### src/rtl/overture_sequencer.sv
// Overture instruction sequencer: fetches one byte per instruction, decodes
// IMMEDIATE / CALCULATE / COPY / CONDITION and drives the register file, ALU and
// I/O port handshakes. Every strobe is a registered output.
// Optional I/O watchdog: define OVERTURE_SEQ_WATCHDOG_EN to enable it.
module overture_sequencer #(
  parameter logic [7:0] RESET_PC   = 8'd0,
  parameter logic [7:0] WDOG_LIMIT = 8'd255
) (
  input  logic       clk,
  input  logic       rst,
  input  logic       run,
  output logic [7:0] pc,
  output logic       fetch_req,
  input  logic [7:0] instr,
  input  logic       instr_valid,
  input  logic [7:0] jump_addr,
  input  logic       cond_true,
  output logic [2:0] src_sel,
  output logic [2:0] dst_sel,
  output logic       wr_en,
  output logic [7:0] wr_data,
  output logic       wr_data_sel,
  output logic       alu_en,
  input  logic       in_valid,
  output logic       in_ready,
  input  logic [7:0] in_data,
  output logic       out_valid,
  input  logic       out_ready,
  output logic [7:0] out_data,
  output logic       out_from_hold,
  output logic       busy,
  output logic       wdog_err
);

  typedef enum logic [2:0] {StIdle, StFetch, StExec, StInWait, StOutWait} state_e;

  localparam logic [1:0] ModeImm  = 2'b00;
  localparam logic [1:0] ModeCalc = 2'b01;
  localparam logic [1:0] ModeCopy = 2'b10;
  localparam logic [1:0] ModeCond = 2'b11;
  localparam logic [2:0] PortReg  = 3'd6;

  state_e     state_q;
  logic [7:0] pc_q, ir_q, hold_q, wr_data_q;
  logic [2:0] src_sel_q, dst_sel_q;
  logic       fetch_req_q, wr_en_q, wr_data_sel_q, alu_en_q;
  logic       in_ready_q, out_valid_q, out_from_hold_q, busy_q;

  logic [1:0] ir_mode;
  logic [2:0] ir_src, ir_dst;
  logic       to_in_wait, to_out_wait, done, wdog_abort;
  logic [7:0] pc_inc, pc_next;

  assign ir_mode = ir_q[7:6];
  assign ir_src  = ir_q[5:3];
  assign ir_dst  = ir_q[2:0];
  assign pc_inc  = pc_q + 8'd1;

  // Decode of the latched instruction: which EXEC cycles hand off to a port
  // wait state, and when the current instruction completes.
  always_comb begin
    to_in_wait  = 1'b0;
    to_out_wait = 1'b0;
    done        = 1'b0;
    pc_next     = pc_inc;
    if (ir_mode == ModeCopy && ir_src == PortReg) begin
      to_in_wait = 1'b1;
    end else if (ir_mode == ModeCopy && ir_dst == PortReg && ir_src < PortReg) begin
      to_out_wait = 1'b1;
    end
    unique case (state_q)
      StExec: begin
        done = !to_in_wait && !to_out_wait;
        if (ir_mode == ModeCond && cond_true) begin
          pc_next = jump_addr;
        end
      end
      StInWait:  done = in_valid ? (ir_dst != PortReg) : wdog_abort;
      StOutWait: done = out_ready || wdog_abort;
      default:   done = 1'b0;
    endcase
  end

`ifdef OVERTURE_SEQ_WATCHDOG_EN
  logic [7:0] wdog_cnt_q;
  logic       wdog_err_q;
  logic       wait_cycle;

  // A wait cycle is one spent in a port state without the handshake completing.
  assign wait_cycle = (state_q == StInWait && !in_valid) ||
                      (state_q == StOutWait && !out_ready);
  assign wdog_abort = wait_cycle && (wdog_cnt_q == WDOG_LIMIT - 8'd1);
  assign wdog_err   = wdog_err_q;

  // Wait-cycle counter; zero outside wait cycles so each wait state starts fresh.
  always_ff @(posedge clk or negedge rst) begin
    if (!rst) begin
      wdog_cnt_q <= 8'd0;
      wdog_err_q <= 1'b0;
    end else begin
      wdog_cnt_q <= wait_cycle ? wdog_cnt_q + 8'd1 : 8'd0;
      if (wdog_abort) begin
        wdog_err_q <= 1'b1;
      end
    end
  end
`else
  logic unused_wdog;
  assign unused_wdog = ^WDOG_LIMIT;
  assign wdog_abort  = 1'b0;
  assign wdog_err    = 1'b0;
`endif

  // Sequencer FSM with registered strobes, set on entry to the cycle they mark.
  always_ff @(posedge clk or negedge rst) begin
    if (!rst) begin
      state_q         <= StIdle;
      pc_q            <= RESET_PC;
      ir_q            <= 8'd0;
      hold_q          <= 8'd0;
      wr_data_q       <= 8'd0;
      src_sel_q       <= 3'd0;
      dst_sel_q       <= 3'd0;
      fetch_req_q     <= 1'b0;
      wr_en_q         <= 1'b0;
      wr_data_sel_q   <= 1'b0;
      alu_en_q        <= 1'b0;
      in_ready_q      <= 1'b0;
      out_valid_q     <= 1'b0;
      out_from_hold_q <= 1'b0;
      busy_q          <= 1'b0;
    end else begin
      wr_en_q  <= 1'b0;
      alu_en_q <= 1'b0;
      unique case (state_q)
        StIdle: begin
          if (run) begin
            state_q     <= StFetch;
            fetch_req_q <= 1'b1;
            busy_q      <= 1'b1;
          end
        end
        StFetch: begin
          if (instr_valid) begin
            ir_q        <= instr;
            state_q     <= StExec;
            fetch_req_q <= 1'b0;
            unique case (instr[7:6])
              ModeImm: begin
                wr_en_q       <= 1'b1;
                dst_sel_q     <= 3'd0;
                wr_data_sel_q <= 1'b1;
                wr_data_q     <= {2'b00, instr[5:0]};
              end
              ModeCalc: begin
                alu_en_q  <= 1'b1;
                src_sel_q <= instr[2:0];
              end
              ModeCopy: begin
                if (instr[5:3] < PortReg && instr[2:0] < PortReg) begin
                  wr_en_q       <= 1'b1;
                  src_sel_q     <= instr[5:3];
                  dst_sel_q     <= instr[2:0];
                  wr_data_sel_q <= 1'b0;
                end
              end
              default: ;
            endcase
          end
        end
        StExec: begin
          if (to_in_wait) begin
            state_q    <= StInWait;
            in_ready_q <= 1'b1;
          end else if (to_out_wait) begin
            state_q         <= StOutWait;
            out_valid_q     <= 1'b1;
            out_from_hold_q <= 1'b0;
            src_sel_q       <= ir_src;
          end
        end
        StInWait: begin
          if (in_valid) begin
            hold_q     <= in_data;
            in_ready_q <= 1'b0;
            if (ir_dst == PortReg) begin
              state_q         <= StOutWait;
              out_valid_q     <= 1'b1;
              out_from_hold_q <= 1'b1;
              src_sel_q       <= ir_src;
            end else if (ir_dst < PortReg) begin
              wr_en_q       <= 1'b1;
              wr_data_q     <= in_data;
              wr_data_sel_q <= 1'b1;
              dst_sel_q     <= ir_dst;
            end
          end else if (wdog_abort) begin
            in_ready_q <= 1'b0;
          end
        end
        StOutWait: begin
          if (out_ready || wdog_abort) begin
            out_valid_q     <= 1'b0;
            out_from_hold_q <= 1'b0;
          end
        end
        default: state_q <= StIdle;
      endcase
      // run is only looked at when an instruction retires.
      if (done) begin
        pc_q        <= pc_next;
        state_q     <= run ? StFetch : StIdle;
        fetch_req_q <= run;
        busy_q      <= run;
      end
    end
  end

  assign pc            = pc_q;
  assign fetch_req     = fetch_req_q;
  assign src_sel       = src_sel_q;
  assign dst_sel       = dst_sel_q;
  assign wr_en         = wr_en_q;
  assign wr_data       = wr_data_q;
  assign wr_data_sel   = wr_data_sel_q;
  assign alu_en        = alu_en_q;
  assign in_ready      = in_ready_q;
  assign out_valid     = out_valid_q;
  assign out_data      = hold_q;
  assign out_from_hold = out_from_hold_q;
  assign busy          = busy_q;

endmodule

### config.mk
export PLATFORM = sky130hd
export DESIGN_NAME = overture_sequencer
export DESIGN_NICKNAME = d
export VERILOG_FILES = /design/src/rtl/overture_sequencer.sv
export SDC_FILE = /design/constraint.sdc
export NUM_CORES = 1
export LEC_CHECK = 0
export ABC_AREA = 0
export CAP_MARGIN = 20
export CORE_ASPECT_RATIO = 1.5
export CORE_MARGIN = 10
export CORE_UTILIZATION = 27
export CTS_BUF_LIST = sky130_fd_sc_hd__clkbuf_8
export DETAILED_ROUTE_END_ITERATION = 16
export GPL_TIMING_DRIVEN = 0
export MAX_ROUTING_LAYER = met4
export SKIP_CTS_REPAIR_TIMING = 1
export SLEW_MARGIN = 20
export SYNTH_ARGS = -nofsm -noshare
export SYNTH_HDL_FRONTEND = slang
export SYNTH_SLANG_ARGS = --single-unit
### constraint.sdc
create_clock -name clk -period 5.1 [get_ports clk]
set_input_delay 0.51 -clock clk [delete_from_list [all_inputs] [get_ports clk]]
set_output_delay 0.51 -clock clk [all_outputs]
set_load 0.1 [all_outputs]
==> results of run 1 <==
[final timing paths]
path                                to  slack, ps  depth (start not counted)
setup / recovery                 pc[4]       2660                          1
hold / removal             out_data[3]        220                          1
setup reg to reg                 pc[1]       2980                          5
hold reg to reg            out_data[0]        480                          2
max in group asynchronous        pc[1]       4450                          1
min in group clk           out_data[0]        480                          2
[layout make-up]
class	count	share of cell area, %
flip-flops and latches	49	34.3
repair buffers	68	19.0
plain buffers	16	2.03
inverters	6	0.630
well taps	115	4.02
clock buffers	6	2.31
multi-input cells	199	37.4
clock inverters	2	0.385
[Yosys cell counts, drive strengths merged, types with 3 or more instances]
library cell | instances | area, um2
inv | 6 | 22.5
nand2 | 59 | 221
a21oi | 4 | 20.0
nand4b | 4 | 35.0
mux2i | 6 | 60.1
a2bb2oi | 4 | 35.0
and3 | 4 | 25.0
nand2b | 3 | 18.8
nand3 | 9 | 45.0
and2 | 3 | 21.3
a22o | 4 | 35.0
clkbuf | 7 | 26.3
a31oi | 9 | 56.3
nor3 | 4 | 20.0
buf | 9 | 46.3
a211oi | 3 | 27.5
o21ai | 12 | 63.8
dfrtp | 49 | 1230
mux2 | 17 | 191
nor2 | 11 | 41.3
o211ai | 3 | 22.5
a222oi | 4 | 40.0
o31ai | 4 | 43.8
and3b | 3 | 26.3
[flip-flops by register name, indices dropped and copies added, names as in the netlist]
register / count
alu_en: 1
busy: 1
dst_sel: 3
fetch_req: 1
in_ready: 1
ir_q: 8
out_data: 8
out_from_hold: 1
out_valid: 1
pc: 8
src_sel: 3
state_q: 3
wr_data: 8
wr_data_sel: 1
wr_en: 1
[per-stage QoR]
stage	hold WS (ps)	instances	util, %	cell area, um2
4_1_cts	249	461	37.1	3580
6_report	216	461	37.1	3580
3_5_place_dp	466	453	36.1	3480
2_1_floorplan	214	270	-	2660
5_1_grt	264	461	37.1	3580
3_3_place_gp	462	453	36.1	3480
[per-layer routing]
metal	part of all wire, %	GRT usage, %	up-vias
met5	0	-	-
met4	1.3	3.31	0
met3	4.2	2.82	8
met2	52	19.7	56
met1	43	13.1	1155
li1	-	-	1134
[kinds of logic (layout without fill, tap and decap cells)]
family	count (synthesis)	after routing	synth area share, %
compound gates	62	62	18.7
fa+ha+maj	1	1	0.471
buf+inv	22	98	3.58
flops	49	49	46.1
mux	23	23	9.46
other cells	1	1	0.141
simple gates	112	112	21.5
==> qor.txt, run 1 <==
WP buf/inv: 1
Fin Setup TNS: 0 ps
Largest delay share family, worst path: buffers and inverters
H-Tree Level Count: 2
Die height: 142 um
CP required: 4590 ps
Ys flop type: dfrtp_1
Post-Syn Area: 2660 um2
Worst setup SP type: flop
Hold Violations, Final: 0
Die ar.: 14,300 um2
Most frequent cells in the layout: clkdlybuf4s50_1 (67), nand2_1 (59), dfrtp_1 (49)
Fmax: 0.409 GHz
CTS tree: yes
Multi-input gate area: 1340 um2
Syn Nets: 302
Status: completed
Ys async rst share: 100%
Skew final: 5.94 ps
Overflow after GRT: 0
Row Count: 44
Start point of the critical path: pc[4]
EDFF count, synth: 0
# Max-Cap Violations: 0
Pre-CTS WS: 2530 ps
Drt via density: 5.10
Worst path slowest cell: clkdlybuf4s50_1
Final wirelength: 7960 um
Distinct cell type count after synthesis: 59
First-pass GRT wire length: 13,100 um
Yosys warns: 0
Core Footprint: 9630 um2
Nets: 377
Clk_lat worst skew: 310 ps
FF-to-FF Start: state_q[2]
CTS clk-pin slew, worst paths: 90 ps
ANT nets after route: 0
Flop and latch count out of synthesis: 49
# DRC: 0
TritonCTS Sinks: 49
Normalized max-slew margin: 32.4%
DR vias: 2,353
Root Driver: clkbuf_8
Final worst path period need: 2440 ps
Wire per inst: 17.3 um
Mean Syn Cell Area: 9.84 um2
Worst slew pin tran: 1010 ps
DR iter-0 viols: 91
Post-synthesis cell count: 270
Crit-path max FO: 7
Area Overhead vs Synth: 34.6%
CP peak stage delay: 1170 ps
Hold crit path type: input port to asynchronous set/reset pin
Dpl hpwl: 6110 um
Setup violators final: 0
Commonest non-fill, non-tap cell in the layout: clkdlybuf4s50_1
Initial Util: 27.6%
CP cell instances: clkdlybuf4s50_1
GRT Overall Usage: 11.6%
Initial antenna violation count: 0
CTS buffer count: 5
Register area: 1230 um2
Gpl congestion: 0.841
Register area share after synthesis: 46.1%
Vias in the first global route: 2,558
Filler Cells Inserted: 1,010
IO buf count: 68
RSZ-0062 raised after global routing: false
Die X: 101 um
Largest net degree at the start of global routing: 50
CTS Buffer Depth: 2
Number of diodes: 0
Arrival @ worst endpoint: 1930 ps
Num ports: 70
Layout cells sized above 1: 12.1%
Critical path capture point type: primary output
Fin. max-slew vios: 0
Critical path class: flop to primary output
Drt pass-1 iters: 4
Final setup margin: 2660 ps
Final Cycle Share: 47.9%
Power of run 1 is not shown: default switching activity piles up to over one toggle a cycle in this logic, so the estimate is an artifact.
==> run 2, diff against run 1 <==
==> constraint.sdc (replaced) <==
create_clock -name clk -period 2.4 [get_ports clk]
set_input_delay 0.24 -clock clk [delete_from_list [all_inputs] [get_ports clk]]
set_output_delay 0.24 -clock clk [all_outputs]
set_load 0.1 [all_outputs]
==> run 2 against run 1 <==
Effect of this change:
- register-to-register slack got worse by 2700 ps
- cell count increased by 0.22%
- worst hold slack better by 270 ps
- worst setup slack worse by 2400 ps
- first-iteration DRC count is 23% higher
- via count is 0.17% higher
- non-clock buffer count rose by 1
- routed wire length fell by 0.36%
- flip-flop and latch count unchanged
==> qor.txt, run 2 (synthesized netlist as in run 1, its figures left out) <==
Status: completed
ANT nets after route: 0
# Max-Cap Violations: 0
# DRC: 0
Vias in the first global route: 2,558
Final worst path period need: 2180 ps
Nets: 378
Largest net degree at the start of global routing: 50
CTS tree: yes
CTS Buffer Depth: 2
Num ports: 70
Hold Violations, Final: 0
Arrival @ worst endpoint: 1940 ps
Initial Util: 27.6%
Largest delay share family, worst path: buffers and inverters
TritonCTS Sinks: 49
GRT Overall Usage: 11.6%
Wire per inst: 17.2 um
Drt via density: 5.10
Drt pass-1 iters: 5
Root Driver: clkbuf_8
Initial antenna violation count: 0
Most frequent cells in the layout: clkdlybuf4s50_1 (67), nand2_1 (59), dfrtp_1 (49)
RSZ-0062 raised after global routing: false
Filler Cells Inserted: 1,009
Multi-input gate area: 1340 um2
Setup violators final: 0
Overflow after GRT: 0
IO buf count: 68
First-pass GRT wire length: 13,100 um
Cell Area, Placed: 3480 um2
Critical path class: flop to primary output
Fin. max-slew vios: 0
DR vias: 2,357
Skew final: 5.99 ps
Final Cycle Share: 90.9%
Layout cells sized above 1: 12.1%
CP required: 2160 ps
Dpl hpwl: 6110 um
CP cell instances: clkdlybuf4s50_1
CP peak stage delay: 1180 ps
Crit-path max FO: 7
WHS: 484 ps
CTS clk-pin slew, worst paths: 90 ps
Worst slew pin tran: 1010 ps
Hold crit path type: input port to flop
Fmax: 0.458 GHz
Die X: 101 um
Die ar.: 14,300 um2
Core Footprint: 9630 um2
Die height: 142 um
DR iter-0 viols: 112
Critical path capture point type: primary output
Commonest non-fill, non-tap cell in the layout: clkdlybuf4s50_1
Register area: 1230 um2
Gpl congestion: 0.841
Area Overhead vs Synth: 34.9%
Fin Setup TNS: 0 ps
Number of diodes: 0
Fin area: 3590 um2
H-Tree Level Count: 2
Row Count: 44
CTS buffer count: 5
Final wirelength: 7930 um
Clk_lat worst skew: 310 ps
Normalized max-slew margin: 32.4%
WP buf/inv: 1
Worst path slowest cell: clkdlybuf4s50_1
Worst setup SP type: flop
## run 2: cell type report
type / instances / share of cell area (%)
plain buffers: 16 / 2.02
repair buffers: 69 / 19.2
clock buffers: 6 / 2.30
well taps: 115 / 4.01
flip-flops and latches: 49 / 34.2
clock inverters: 2 / 0.384
multi-input cells: 199 / 37.3
inverters: 6 / 0.628
## run 2: routing by layer
| metal | vias to the layer above | routed length [um] | track usage [%] |
|---|---|---|---|
| met5 | - | 0 | - |
| met4 | 0 | 87 | 3.31 |
| met3 | 6 | 402 | 2.82 |
| met2 | 61 | 4120 | 19.7 |
| met1 | 1154 | 3320 | 13.1 |
| li1 | 1136 | - | - |
## run 2: path summary, 6_finish.rpt
path	start	to	slack, ps	depth (start not counted)
max	pc[4]	pc[4]	220	1
min reg2reg	out_data[0]	out_data[0]	480	2
min in group asynchronous	rst	out_data[3]	490	2
max in group asynchronous	rst	pc[1]	1480	2
min	in_data[6]	out_data[6]	480	3
max reg2reg	state_q[2]	pc[1]	290	5
## run 2: stage by stage
| stage | worst slack, ps | util [%] | cells |
|---|---|---|---|
| 5_1_grt | 155 | 37.2 | 462 |
| 3_3_place_gp | -492 | 36.1 | 453 |
| 3_5_place_dp | 99.2 | 36.1 | 453 |
| 2_1_floorplan | 293 | - | 270 |
| 4_1_cts | 219 | 37.1 | 461 |
| 6_report | 218 | 37.2 | 462 |
Power of run 2 is left out for the same reason.
==> run 3, diff against run 2 <==
--- a/config.mk
+++ b/config.mk
@@ -6,7 +6,6 @@
 export NUM_CORES = 1
 export LEC_CHECK = 0
 export ABC_AREA = 0
-export CAP_MARGIN = 20
 export CORE_ASPECT_RATIO = 1.5
 export CORE_MARGIN = 10
 export CORE_UTILIZATION = 27
==> results of run 3 <==
Same layout as run 2: the final DEF is identical, and so are final timing and power.
Power of run 3 is left out for the same reason.
